**config.mk**
```make
export PLATFORM = sky130hd
export DESIGN_NAME = im_boot_loader
export DESIGN_NICKNAME = d
export VERILOG_FILES = /design/src/rtl/im_boot_loader.sv
export SDC_FILE = /design/constraint.sdc
export NUM_CORES = 1
export LEC_CHECK = 0
export BUFFER_PORTS_ARGS = -buffer_cell sky130_fd_sc_hd__clkbuf_2
export CAP_MARGIN = 10
export CORE_UTILIZATION = 63
export CTS_BUF_LIST = sky130_fd_sc_hd__clkbuf_8
export DETAILED_ROUTE_END_ITERATION = 10
export MAX_ROUTING_LAYER = met4
export PLACE_DENSITY = 0.87
export SYNTH_ARGS = -nofsm -noshare
export SYNTH_HDL_FRONTEND = slang
export SYNTH_SLANG_ARGS = --single-unit
```
**constraint.sdc**
```tcl
create_clock -name clk -period 3.1 [get_ports clk]
set_clock_uncertainty 0.2 [all_clocks]
set_input_delay 0.775 -clock clk [delete_from_list [all_inputs] [get_ports clk]]
set_output_delay 0.775 -clock clk [all_outputs]
set_load 0.01 [all_outputs]
```
**src/rtl/im_boot_loader.sv**
```systemverilog
// im_boot_loader: loads a header + big-endian instruction bytes into the IM and holds the core in reset until the image is complete.
// Optional trailer checksum check: define IMLOAD_CHECKSUM_EN.
module im_boot_loader #(
    parameter int IM_DEPTH    = 32,
    parameter int ADDR_W      = 5,
    parameter int TIMEOUT_CYC = 1024
) (
    input  logic              clk,
    input  logic              reset,
    input  logic              start,
    input  logic              byte_valid,
    input  logic [7:0]        byte_data,
    output logic              byte_ready,
    output logic              im_we,
    output logic [ADDR_W-1:0] im_addr,
    output logic [31:0]       im_wdata,
    output logic              cpu_reset,
    output logic              busy,
    output logic              done,
    output logic              error
);
    localparam int TW = $clog2(TIMEOUT_CYC + 1);

    typedef enum logic [2:0] {
        IDLE, HDR, COLLECT, WRITE, DONE, ERROR
`ifdef IMLOAD_CHECKSUM_EN
        , CHECK
`endif
    } state_t;

    state_t            state_q, state_d;
    logic [ADDR_W-1:0] idx_q, idx_d, last_q, last_d, im_addr_q, im_addr_d;
    logic [1:0]        bcnt_q, bcnt_d;
    logic [31:0]       acc_q, acc_d, im_wdata_q, im_wdata_d;
    logic [TW-1:0]     tmo_q, tmo_d;
    logic              timed, accept;
`ifdef IMLOAD_CHECKSUM_EN
    logic [7:0]        csum_q, csum_d;
`endif

    assign timed = state_q == HDR || state_q == COLLECT
`ifdef IMLOAD_CHECKSUM_EN
        || state_q == CHECK
`endif
        ;
    assign accept     = byte_valid && byte_ready;
    assign byte_ready = timed;
    assign busy       = timed || state_q == WRITE;
    assign im_we      = state_q == WRITE;
    assign cpu_reset  = state_q != DONE;
    assign done       = state_q == DONE;
    assign error      = state_q == ERROR;
    assign im_addr    = im_addr_q;
    assign im_wdata   = im_wdata_q;

    always_comb begin
        state_d    = state_q;
        idx_d      = idx_q;
        last_d     = last_q;
        bcnt_d     = bcnt_q;
        acc_d      = acc_q;
        im_addr_d  = im_addr_q;
        im_wdata_d = im_wdata_q;
        tmo_d      = timed ? (accept ? '0 : tmo_q + TW'(1)) : tmo_q;
`ifdef IMLOAD_CHECKSUM_EN
        csum_d     = csum_q;
`endif
        case (state_q)
            IDLE, DONE, ERROR: begin
                if (start) begin
                    state_d = HDR;
                    tmo_d   = '0;
`ifdef IMLOAD_CHECKSUM_EN
                    csum_d  = '0;
`endif
                end
            end
            HDR: begin
                if (accept) begin
                    state_d = 32'(byte_data) > IM_DEPTH ? ERROR : COLLECT;
                    last_d  = byte_data == 8'd0 ? ADDR_W'(IM_DEPTH - 1) : ADDR_W'(byte_data - 8'd1);
                    idx_d   = '0;
                    bcnt_d  = '0;
                end
            end
            COLLECT: begin
                if (accept) begin
                    acc_d  = {acc_q[23:0], byte_data};
                    bcnt_d = bcnt_q + 2'd1;
`ifdef IMLOAD_CHECKSUM_EN
                    csum_d = csum_q ^ byte_data;
`endif
                    if (bcnt_q == 2'd3) begin
                        state_d    = WRITE;
                        im_addr_d  = idx_q;
                        im_wdata_d = acc_d;
                    end
                end
            end
            WRITE: begin
                if (idx_q == last_q) begin
`ifdef IMLOAD_CHECKSUM_EN
                    state_d = CHECK;
`else
                    state_d = DONE;
`endif
                end else begin
                    idx_d   = idx_q + ADDR_W'(1);
                    bcnt_d  = '0;
                    state_d = COLLECT;
                end
            end
`ifdef IMLOAD_CHECKSUM_EN
            CHECK: begin
                if (accept) state_d = byte_data == csum_q ? DONE : ERROR;
            end
`endif
            default: state_d = IDLE;
        endcase
        // an accept on the expiring edge keeps the load alive
        if (timed && !accept && tmo_d == TW'(TIMEOUT_CYC - 1)) state_d = ERROR;
    end

    always_ff @(posedge clk) begin
        if (reset) begin
            state_q    <= IDLE;
            idx_q      <= '0;
            last_q     <= '0;
            bcnt_q     <= '0;
            acc_q      <= '0;
            im_addr_q  <= '0;
            im_wdata_q <= '0;
            tmo_q      <= '0;
`ifdef IMLOAD_CHECKSUM_EN
            csum_q     <= '0;
`endif
        end else begin
            state_q    <= state_d;
            idx_q      <= idx_d;
            last_q     <= last_d;
            bcnt_q     <= bcnt_d;
            acc_q      <= acc_d;
            im_addr_q  <= im_addr_d;
            im_wdata_q <= im_wdata_d;
            tmo_q      <= tmo_d;
`ifdef IMLOAD_CHECKSUM_EN
            csum_q     <= csum_d;
`endif
        end
    end
endmodule

```
==> reports/summary.md <==
In the final design database the tool counted 527 nets. The run gives 536.1 uW as the reported net switching power. The post-synthesis sequential element count was 87. The most area-hungry cell type in the Yosys netlist was sky130_fd_sc_hd__dfxtp_1. The tree is rooted in a sky130_fd_sc_hd__clkbuf_8. The clock reaches the later pin of the worst-skew pair after 0.35 ns. In this run, flip-flops and latches consume 52.7% of the power. Number of buffers inserted by hold repair at cts: 0. The maximum achievable frequency is 370.6 MHz, and the share of the yosys chip area belonging to registers is 45.85%. After layout, the minimum clock period comes to 2.698 ns.

The first routing iteration left 235 violations. The area added between synthesis and finish came out at 12.45%. The final critical path takes up 87.04% of the cycle. TritonCTS built the clock tree. For this block, the routed nets add up to 7939 microns of wire. The total half-perimeter wirelength after legalization and detailed placement came out at 5288 microns. Setup violations remaining at the end of the flow were counted as 0. The total nets after synthesis came out at 485. The remaining number of nets flagged by the antenna check after routing was 0. The total design power came out at 2193 uW.

The congestion estimate from routability-driven global placement came to 0.8689. On the critical path the largest part of the delay comes from flip-flops. After detailed routing, the number of remaining DRC violations is 0. The run gives 0 ns as the summed negative setup slack over all endpoints. Setup repair after global routing left no endpoint under its margin. The most frequent cell after synthesis was sky130_fd_sc_hd__nand2_1. The area of the die is 0.006344 sq mm. The height of the chip was 79.65 microns.

The flow ran to the end, and the final reports show no timing, DRC or antenna violations. The final route contains 3342 vias. The cell count after synthesis came out at 468. The clock net in this run drives a total of 87 sinks.

The largest stage delay on the critical path is 0.81 ns. 55 I/O pins were placed. By count the netlist is led by sky130_fd_sc_hd__nand2_1 (136), sky130_fd_sc_hd__dfxtp_1 (87), sky130_fd_sc_hd__a21oi_1 (75), sky130_fd_sc_hd__nor2_1 (18), sky130_fd_sc_hd__clkbuf_1 (14). The worst setup slack after layout was 0.4017 ns. In this run the worst path has a maximum fanout of 18. The share of synthesized registers carrying an async set or reset works out to 0%. Counting the buffers created by CTS gives 9.

The via count of the first global-routing pass is 2954. The floorplan step set the die width to 79.65 microns. Sorting the synthesized cells by area gives the leading types as sky130_fd_sc_hd__dfxtp_1 (46%), sky130_fd_sc_hd__nand2_1 (13%), sky130_fd_sc_hd__a21oi_1 (9.9%). STA puts the critical path data arrival time at 1.72 ns.

The initial utilization of the core area, before any placement, comes to 67.33%. Clock-pin slew was measured on the worst setup and hold paths at 0.08 ns. For the worst setup path, the data required time is 2.12 ns. The initialized floorplan defines 27 standard-cell rows. Yosys mapped the design onto 57 distinct sky130hd cell types. In this run the power density over the cells is 513.3 mW/mm^2. For the proportion of power drawn by combinational gates, the log shows 7.2%.

The maximum number of pins on one net before global-route repair was 75. For this run the aggregate overflow at the end of global routing stands at 0. The critical path goes through nor2b_2 -> and2_1 -> clkbuf_2.

In this run, the clock network consumes 40.1% of the power. Port buffering added 54 buffers. The first global-routing pass estimated 13280 microns of wire.

The top cell type by area accounts for 45.85% of the synthesized area. The tools report the number of violations of the max-capacitance limit as 0. The run gives 0 as the number of antenna violations at the first check in global routing. The tools report the kind of launch point of the worst setup path as a register. The switching share of power works out to 24.45%. The antenna diode instance count was 0; the post-synthesis average cell area was 8.117 sq um. The final count of pins violating max slew was 0. The tightest min-delay check is of the register to register type. In this run, synthesis inferred 0 flip-flops with an integrated enable. The worst-margin pin slew is 0.7427 ns, and the post-CTS repair timing setup buffer count is 0. The worst setup path is of the register to output pin kind. Summed over all cells, the static leakage comes to 0.001557 uW.

The internal portion of the total power is 1657 uW. The placed instances occupy a cell area of 0.004044 sq mm. The logs give 0.003799 sq mm for the post-synthesis instance area and 0 for the final-report hold violation count. Total number of yosys warnings: 0.

Timing analysis after detailed placement gives a worst setup slack of 0.4767 ns. The fraction of final layout cells with drive strength greater than 1 was 17.48%; the worst-case headroom to the max-slew limit was 50.42%. Global routing consumed, over all layers together, 27.31% of the routing resources. With fillers left out, the area of the finished cells amounts to 0.004272 sq mm.

In the synthesized netlist the dominant register cell turns out to be sky130_fd_sc_hd__dfxtp_1. The number of iterations in the first detailed-routing pass was 8. Highest-delay cell along the critical path: sky130_fd_sc_hd__dfxtp_1. The total core area was 0.005642 sq mm; the post-detailed-route wirelength per cell was 13.52 microns.

Post-CTS repair changed the size of 0 cells. STA classifies the critical path endpoint as an output pin. The clock passes through at most 2 buffers. The total number of H-tree levels came out at 3. The buffering stage count on the worst path with inverters included is 1, and the ratio of routed vias to standard cells is 5.693. Across the VDD grid, the largest voltage drop is 0.3937 mV.
stage by stage:
stage / utilization (%) / cells / hold slack (ns)
after floorplan: - / 468 / 0.2321
after global placement: 71.68 / 571 / 0.2429
after detailed placement: 71.68 / 571 / 0.2458
after CTS: 75.72 / 587 / 0.2578
after global routing: 75.72 / 587 / 0.2883
final: 75.72 / 587 / 0.2573
worst reg2reg max path: cells and delay by family, from the launching register on:
kind	cells	cell delay [ns]
buffers and inverters	1	0.19
DFF	1	0.81
and+or+nand+nor	4	1.19
flip-flops by register name, summed over array words and instances, names as in the netlist:
| name | flops |
|---|---|
| idx_q | 5 |
| last_q | 5 |
| tmo_q | 11 |
| im_wdata | 32 |
| state_q | 3 |
| im_addr | 5 |
| bcnt_q | 2 |
| acc_q | 24 |
power by group through the flow:
stage / clock network [uW] / logic [uW] / registers, uW
6_report: 880 / 157 / 1160
3_3_place_gp: 0 / 152 / 1180
5_1_grt: 931 / 175 / 1160
4_1_cts: 889 / 157 / 1160
3_5_place_dp: 0 / 156 / 1180
2_1_floorplan: 0 / 133 / 1160
logic make-up after synthesis:
| group | after synthesis | share of synthesized area, % |
|---|---|---|
| multiplexers | 1 | 0.2635 |
| XOR/XNOR | 19 | 4.875 |
| buffers and inverters | 40 | 5.599 |
| flip-flops | 87 | 45.85 |
| AND/OR/NAND/NOR | 211 | 25.92 |
| adder cells (fa/ha/maj) | 5 | 1.647 |
| AO/OA/AOI/OAI | 105 | 15.84 |
routing by layer:
metal	GRT usage (%)	vias to the layer above	wire length [microns]
li1	-	1675	-
met1	35.12	1550	3559
met2	42.82	106	3857
met3	6.286	11	437
met4	8.182	0	85
met5	-	-	0
layout make-up:
class,instances,area (sq um)
clock buffers,9,123.9
repair buffers,63,337.8
fillers,417,1370
clock inverters,7,103.9
flip-flops and latches,87,1742
multi-input cells,341,1844
well taps,72,90.09
inverters,8,30.03
placed cells by master, fill, tap and decap left out, types with 3 or more instances in the layout:
cell type	synthesis	layout
sky130_fd_sc_hd__o21ai_0	7	7
sky130_fd_sc_hd__inv_1	7	7
sky130_fd_sc_hd__nand3_1	12	12
sky130_fd_sc_hd__nor3b_1	3	3
sky130_fd_sc_hd__nand2_1	136	136
sky130_fd_sc_hd__xor2_1	8	8
sky130_fd_sc_hd__dfxtp_1	87	87
sky130_fd_sc_hd__nand4_1	7	7
sky130_fd_sc_hd__nand2b_1	5	5
sky130_fd_sc_hd__xnor2_1	10	10
sky130_fd_sc_hd__nor3_1	3	3
sky130_fd_sc_hd__buf_4	4	9
sky130_fd_sc_hd__or3_1	4	4
sky130_fd_sc_hd__a21oi_1	75	75
sky130_fd_sc_hd__nor2_1	18	18
sky130_fd_sc_hd__o2111ai_1	3	3
sky130_fd_sc_hd__clkbuf_8	0	9
sky130_fd_sc_hd__clkbuf_2	1	54
sky130_fd_sc_hd__nor2b_1	3	3
sky130_fd_sc_hd__ha_1	5	5
path summary, 6_finish.rpt:
check | startpoint | endpoint | slack [ns] | cells past startpoint
max reg2reg | state_q[2]$_SDFFE_PP0P_ | tmo_q[7]$_SDFF_PP0_ | 0.65 | 5
min | im_wdata[30]$_SDFFE_PP0P_ | im_wdata[30]$_SDFFE_PP0P_ | 0.26 | 2
max | state_q[2]$_SDFFE_PP0P_ | im_we | 0.40 | 3
min reg2reg | im_wdata[30]$_SDFFE_PP0P_ | im_wdata[30]$_SDFFE_PP0P_ | 0.26 | 2
Power figures use the tool's default switching activity.
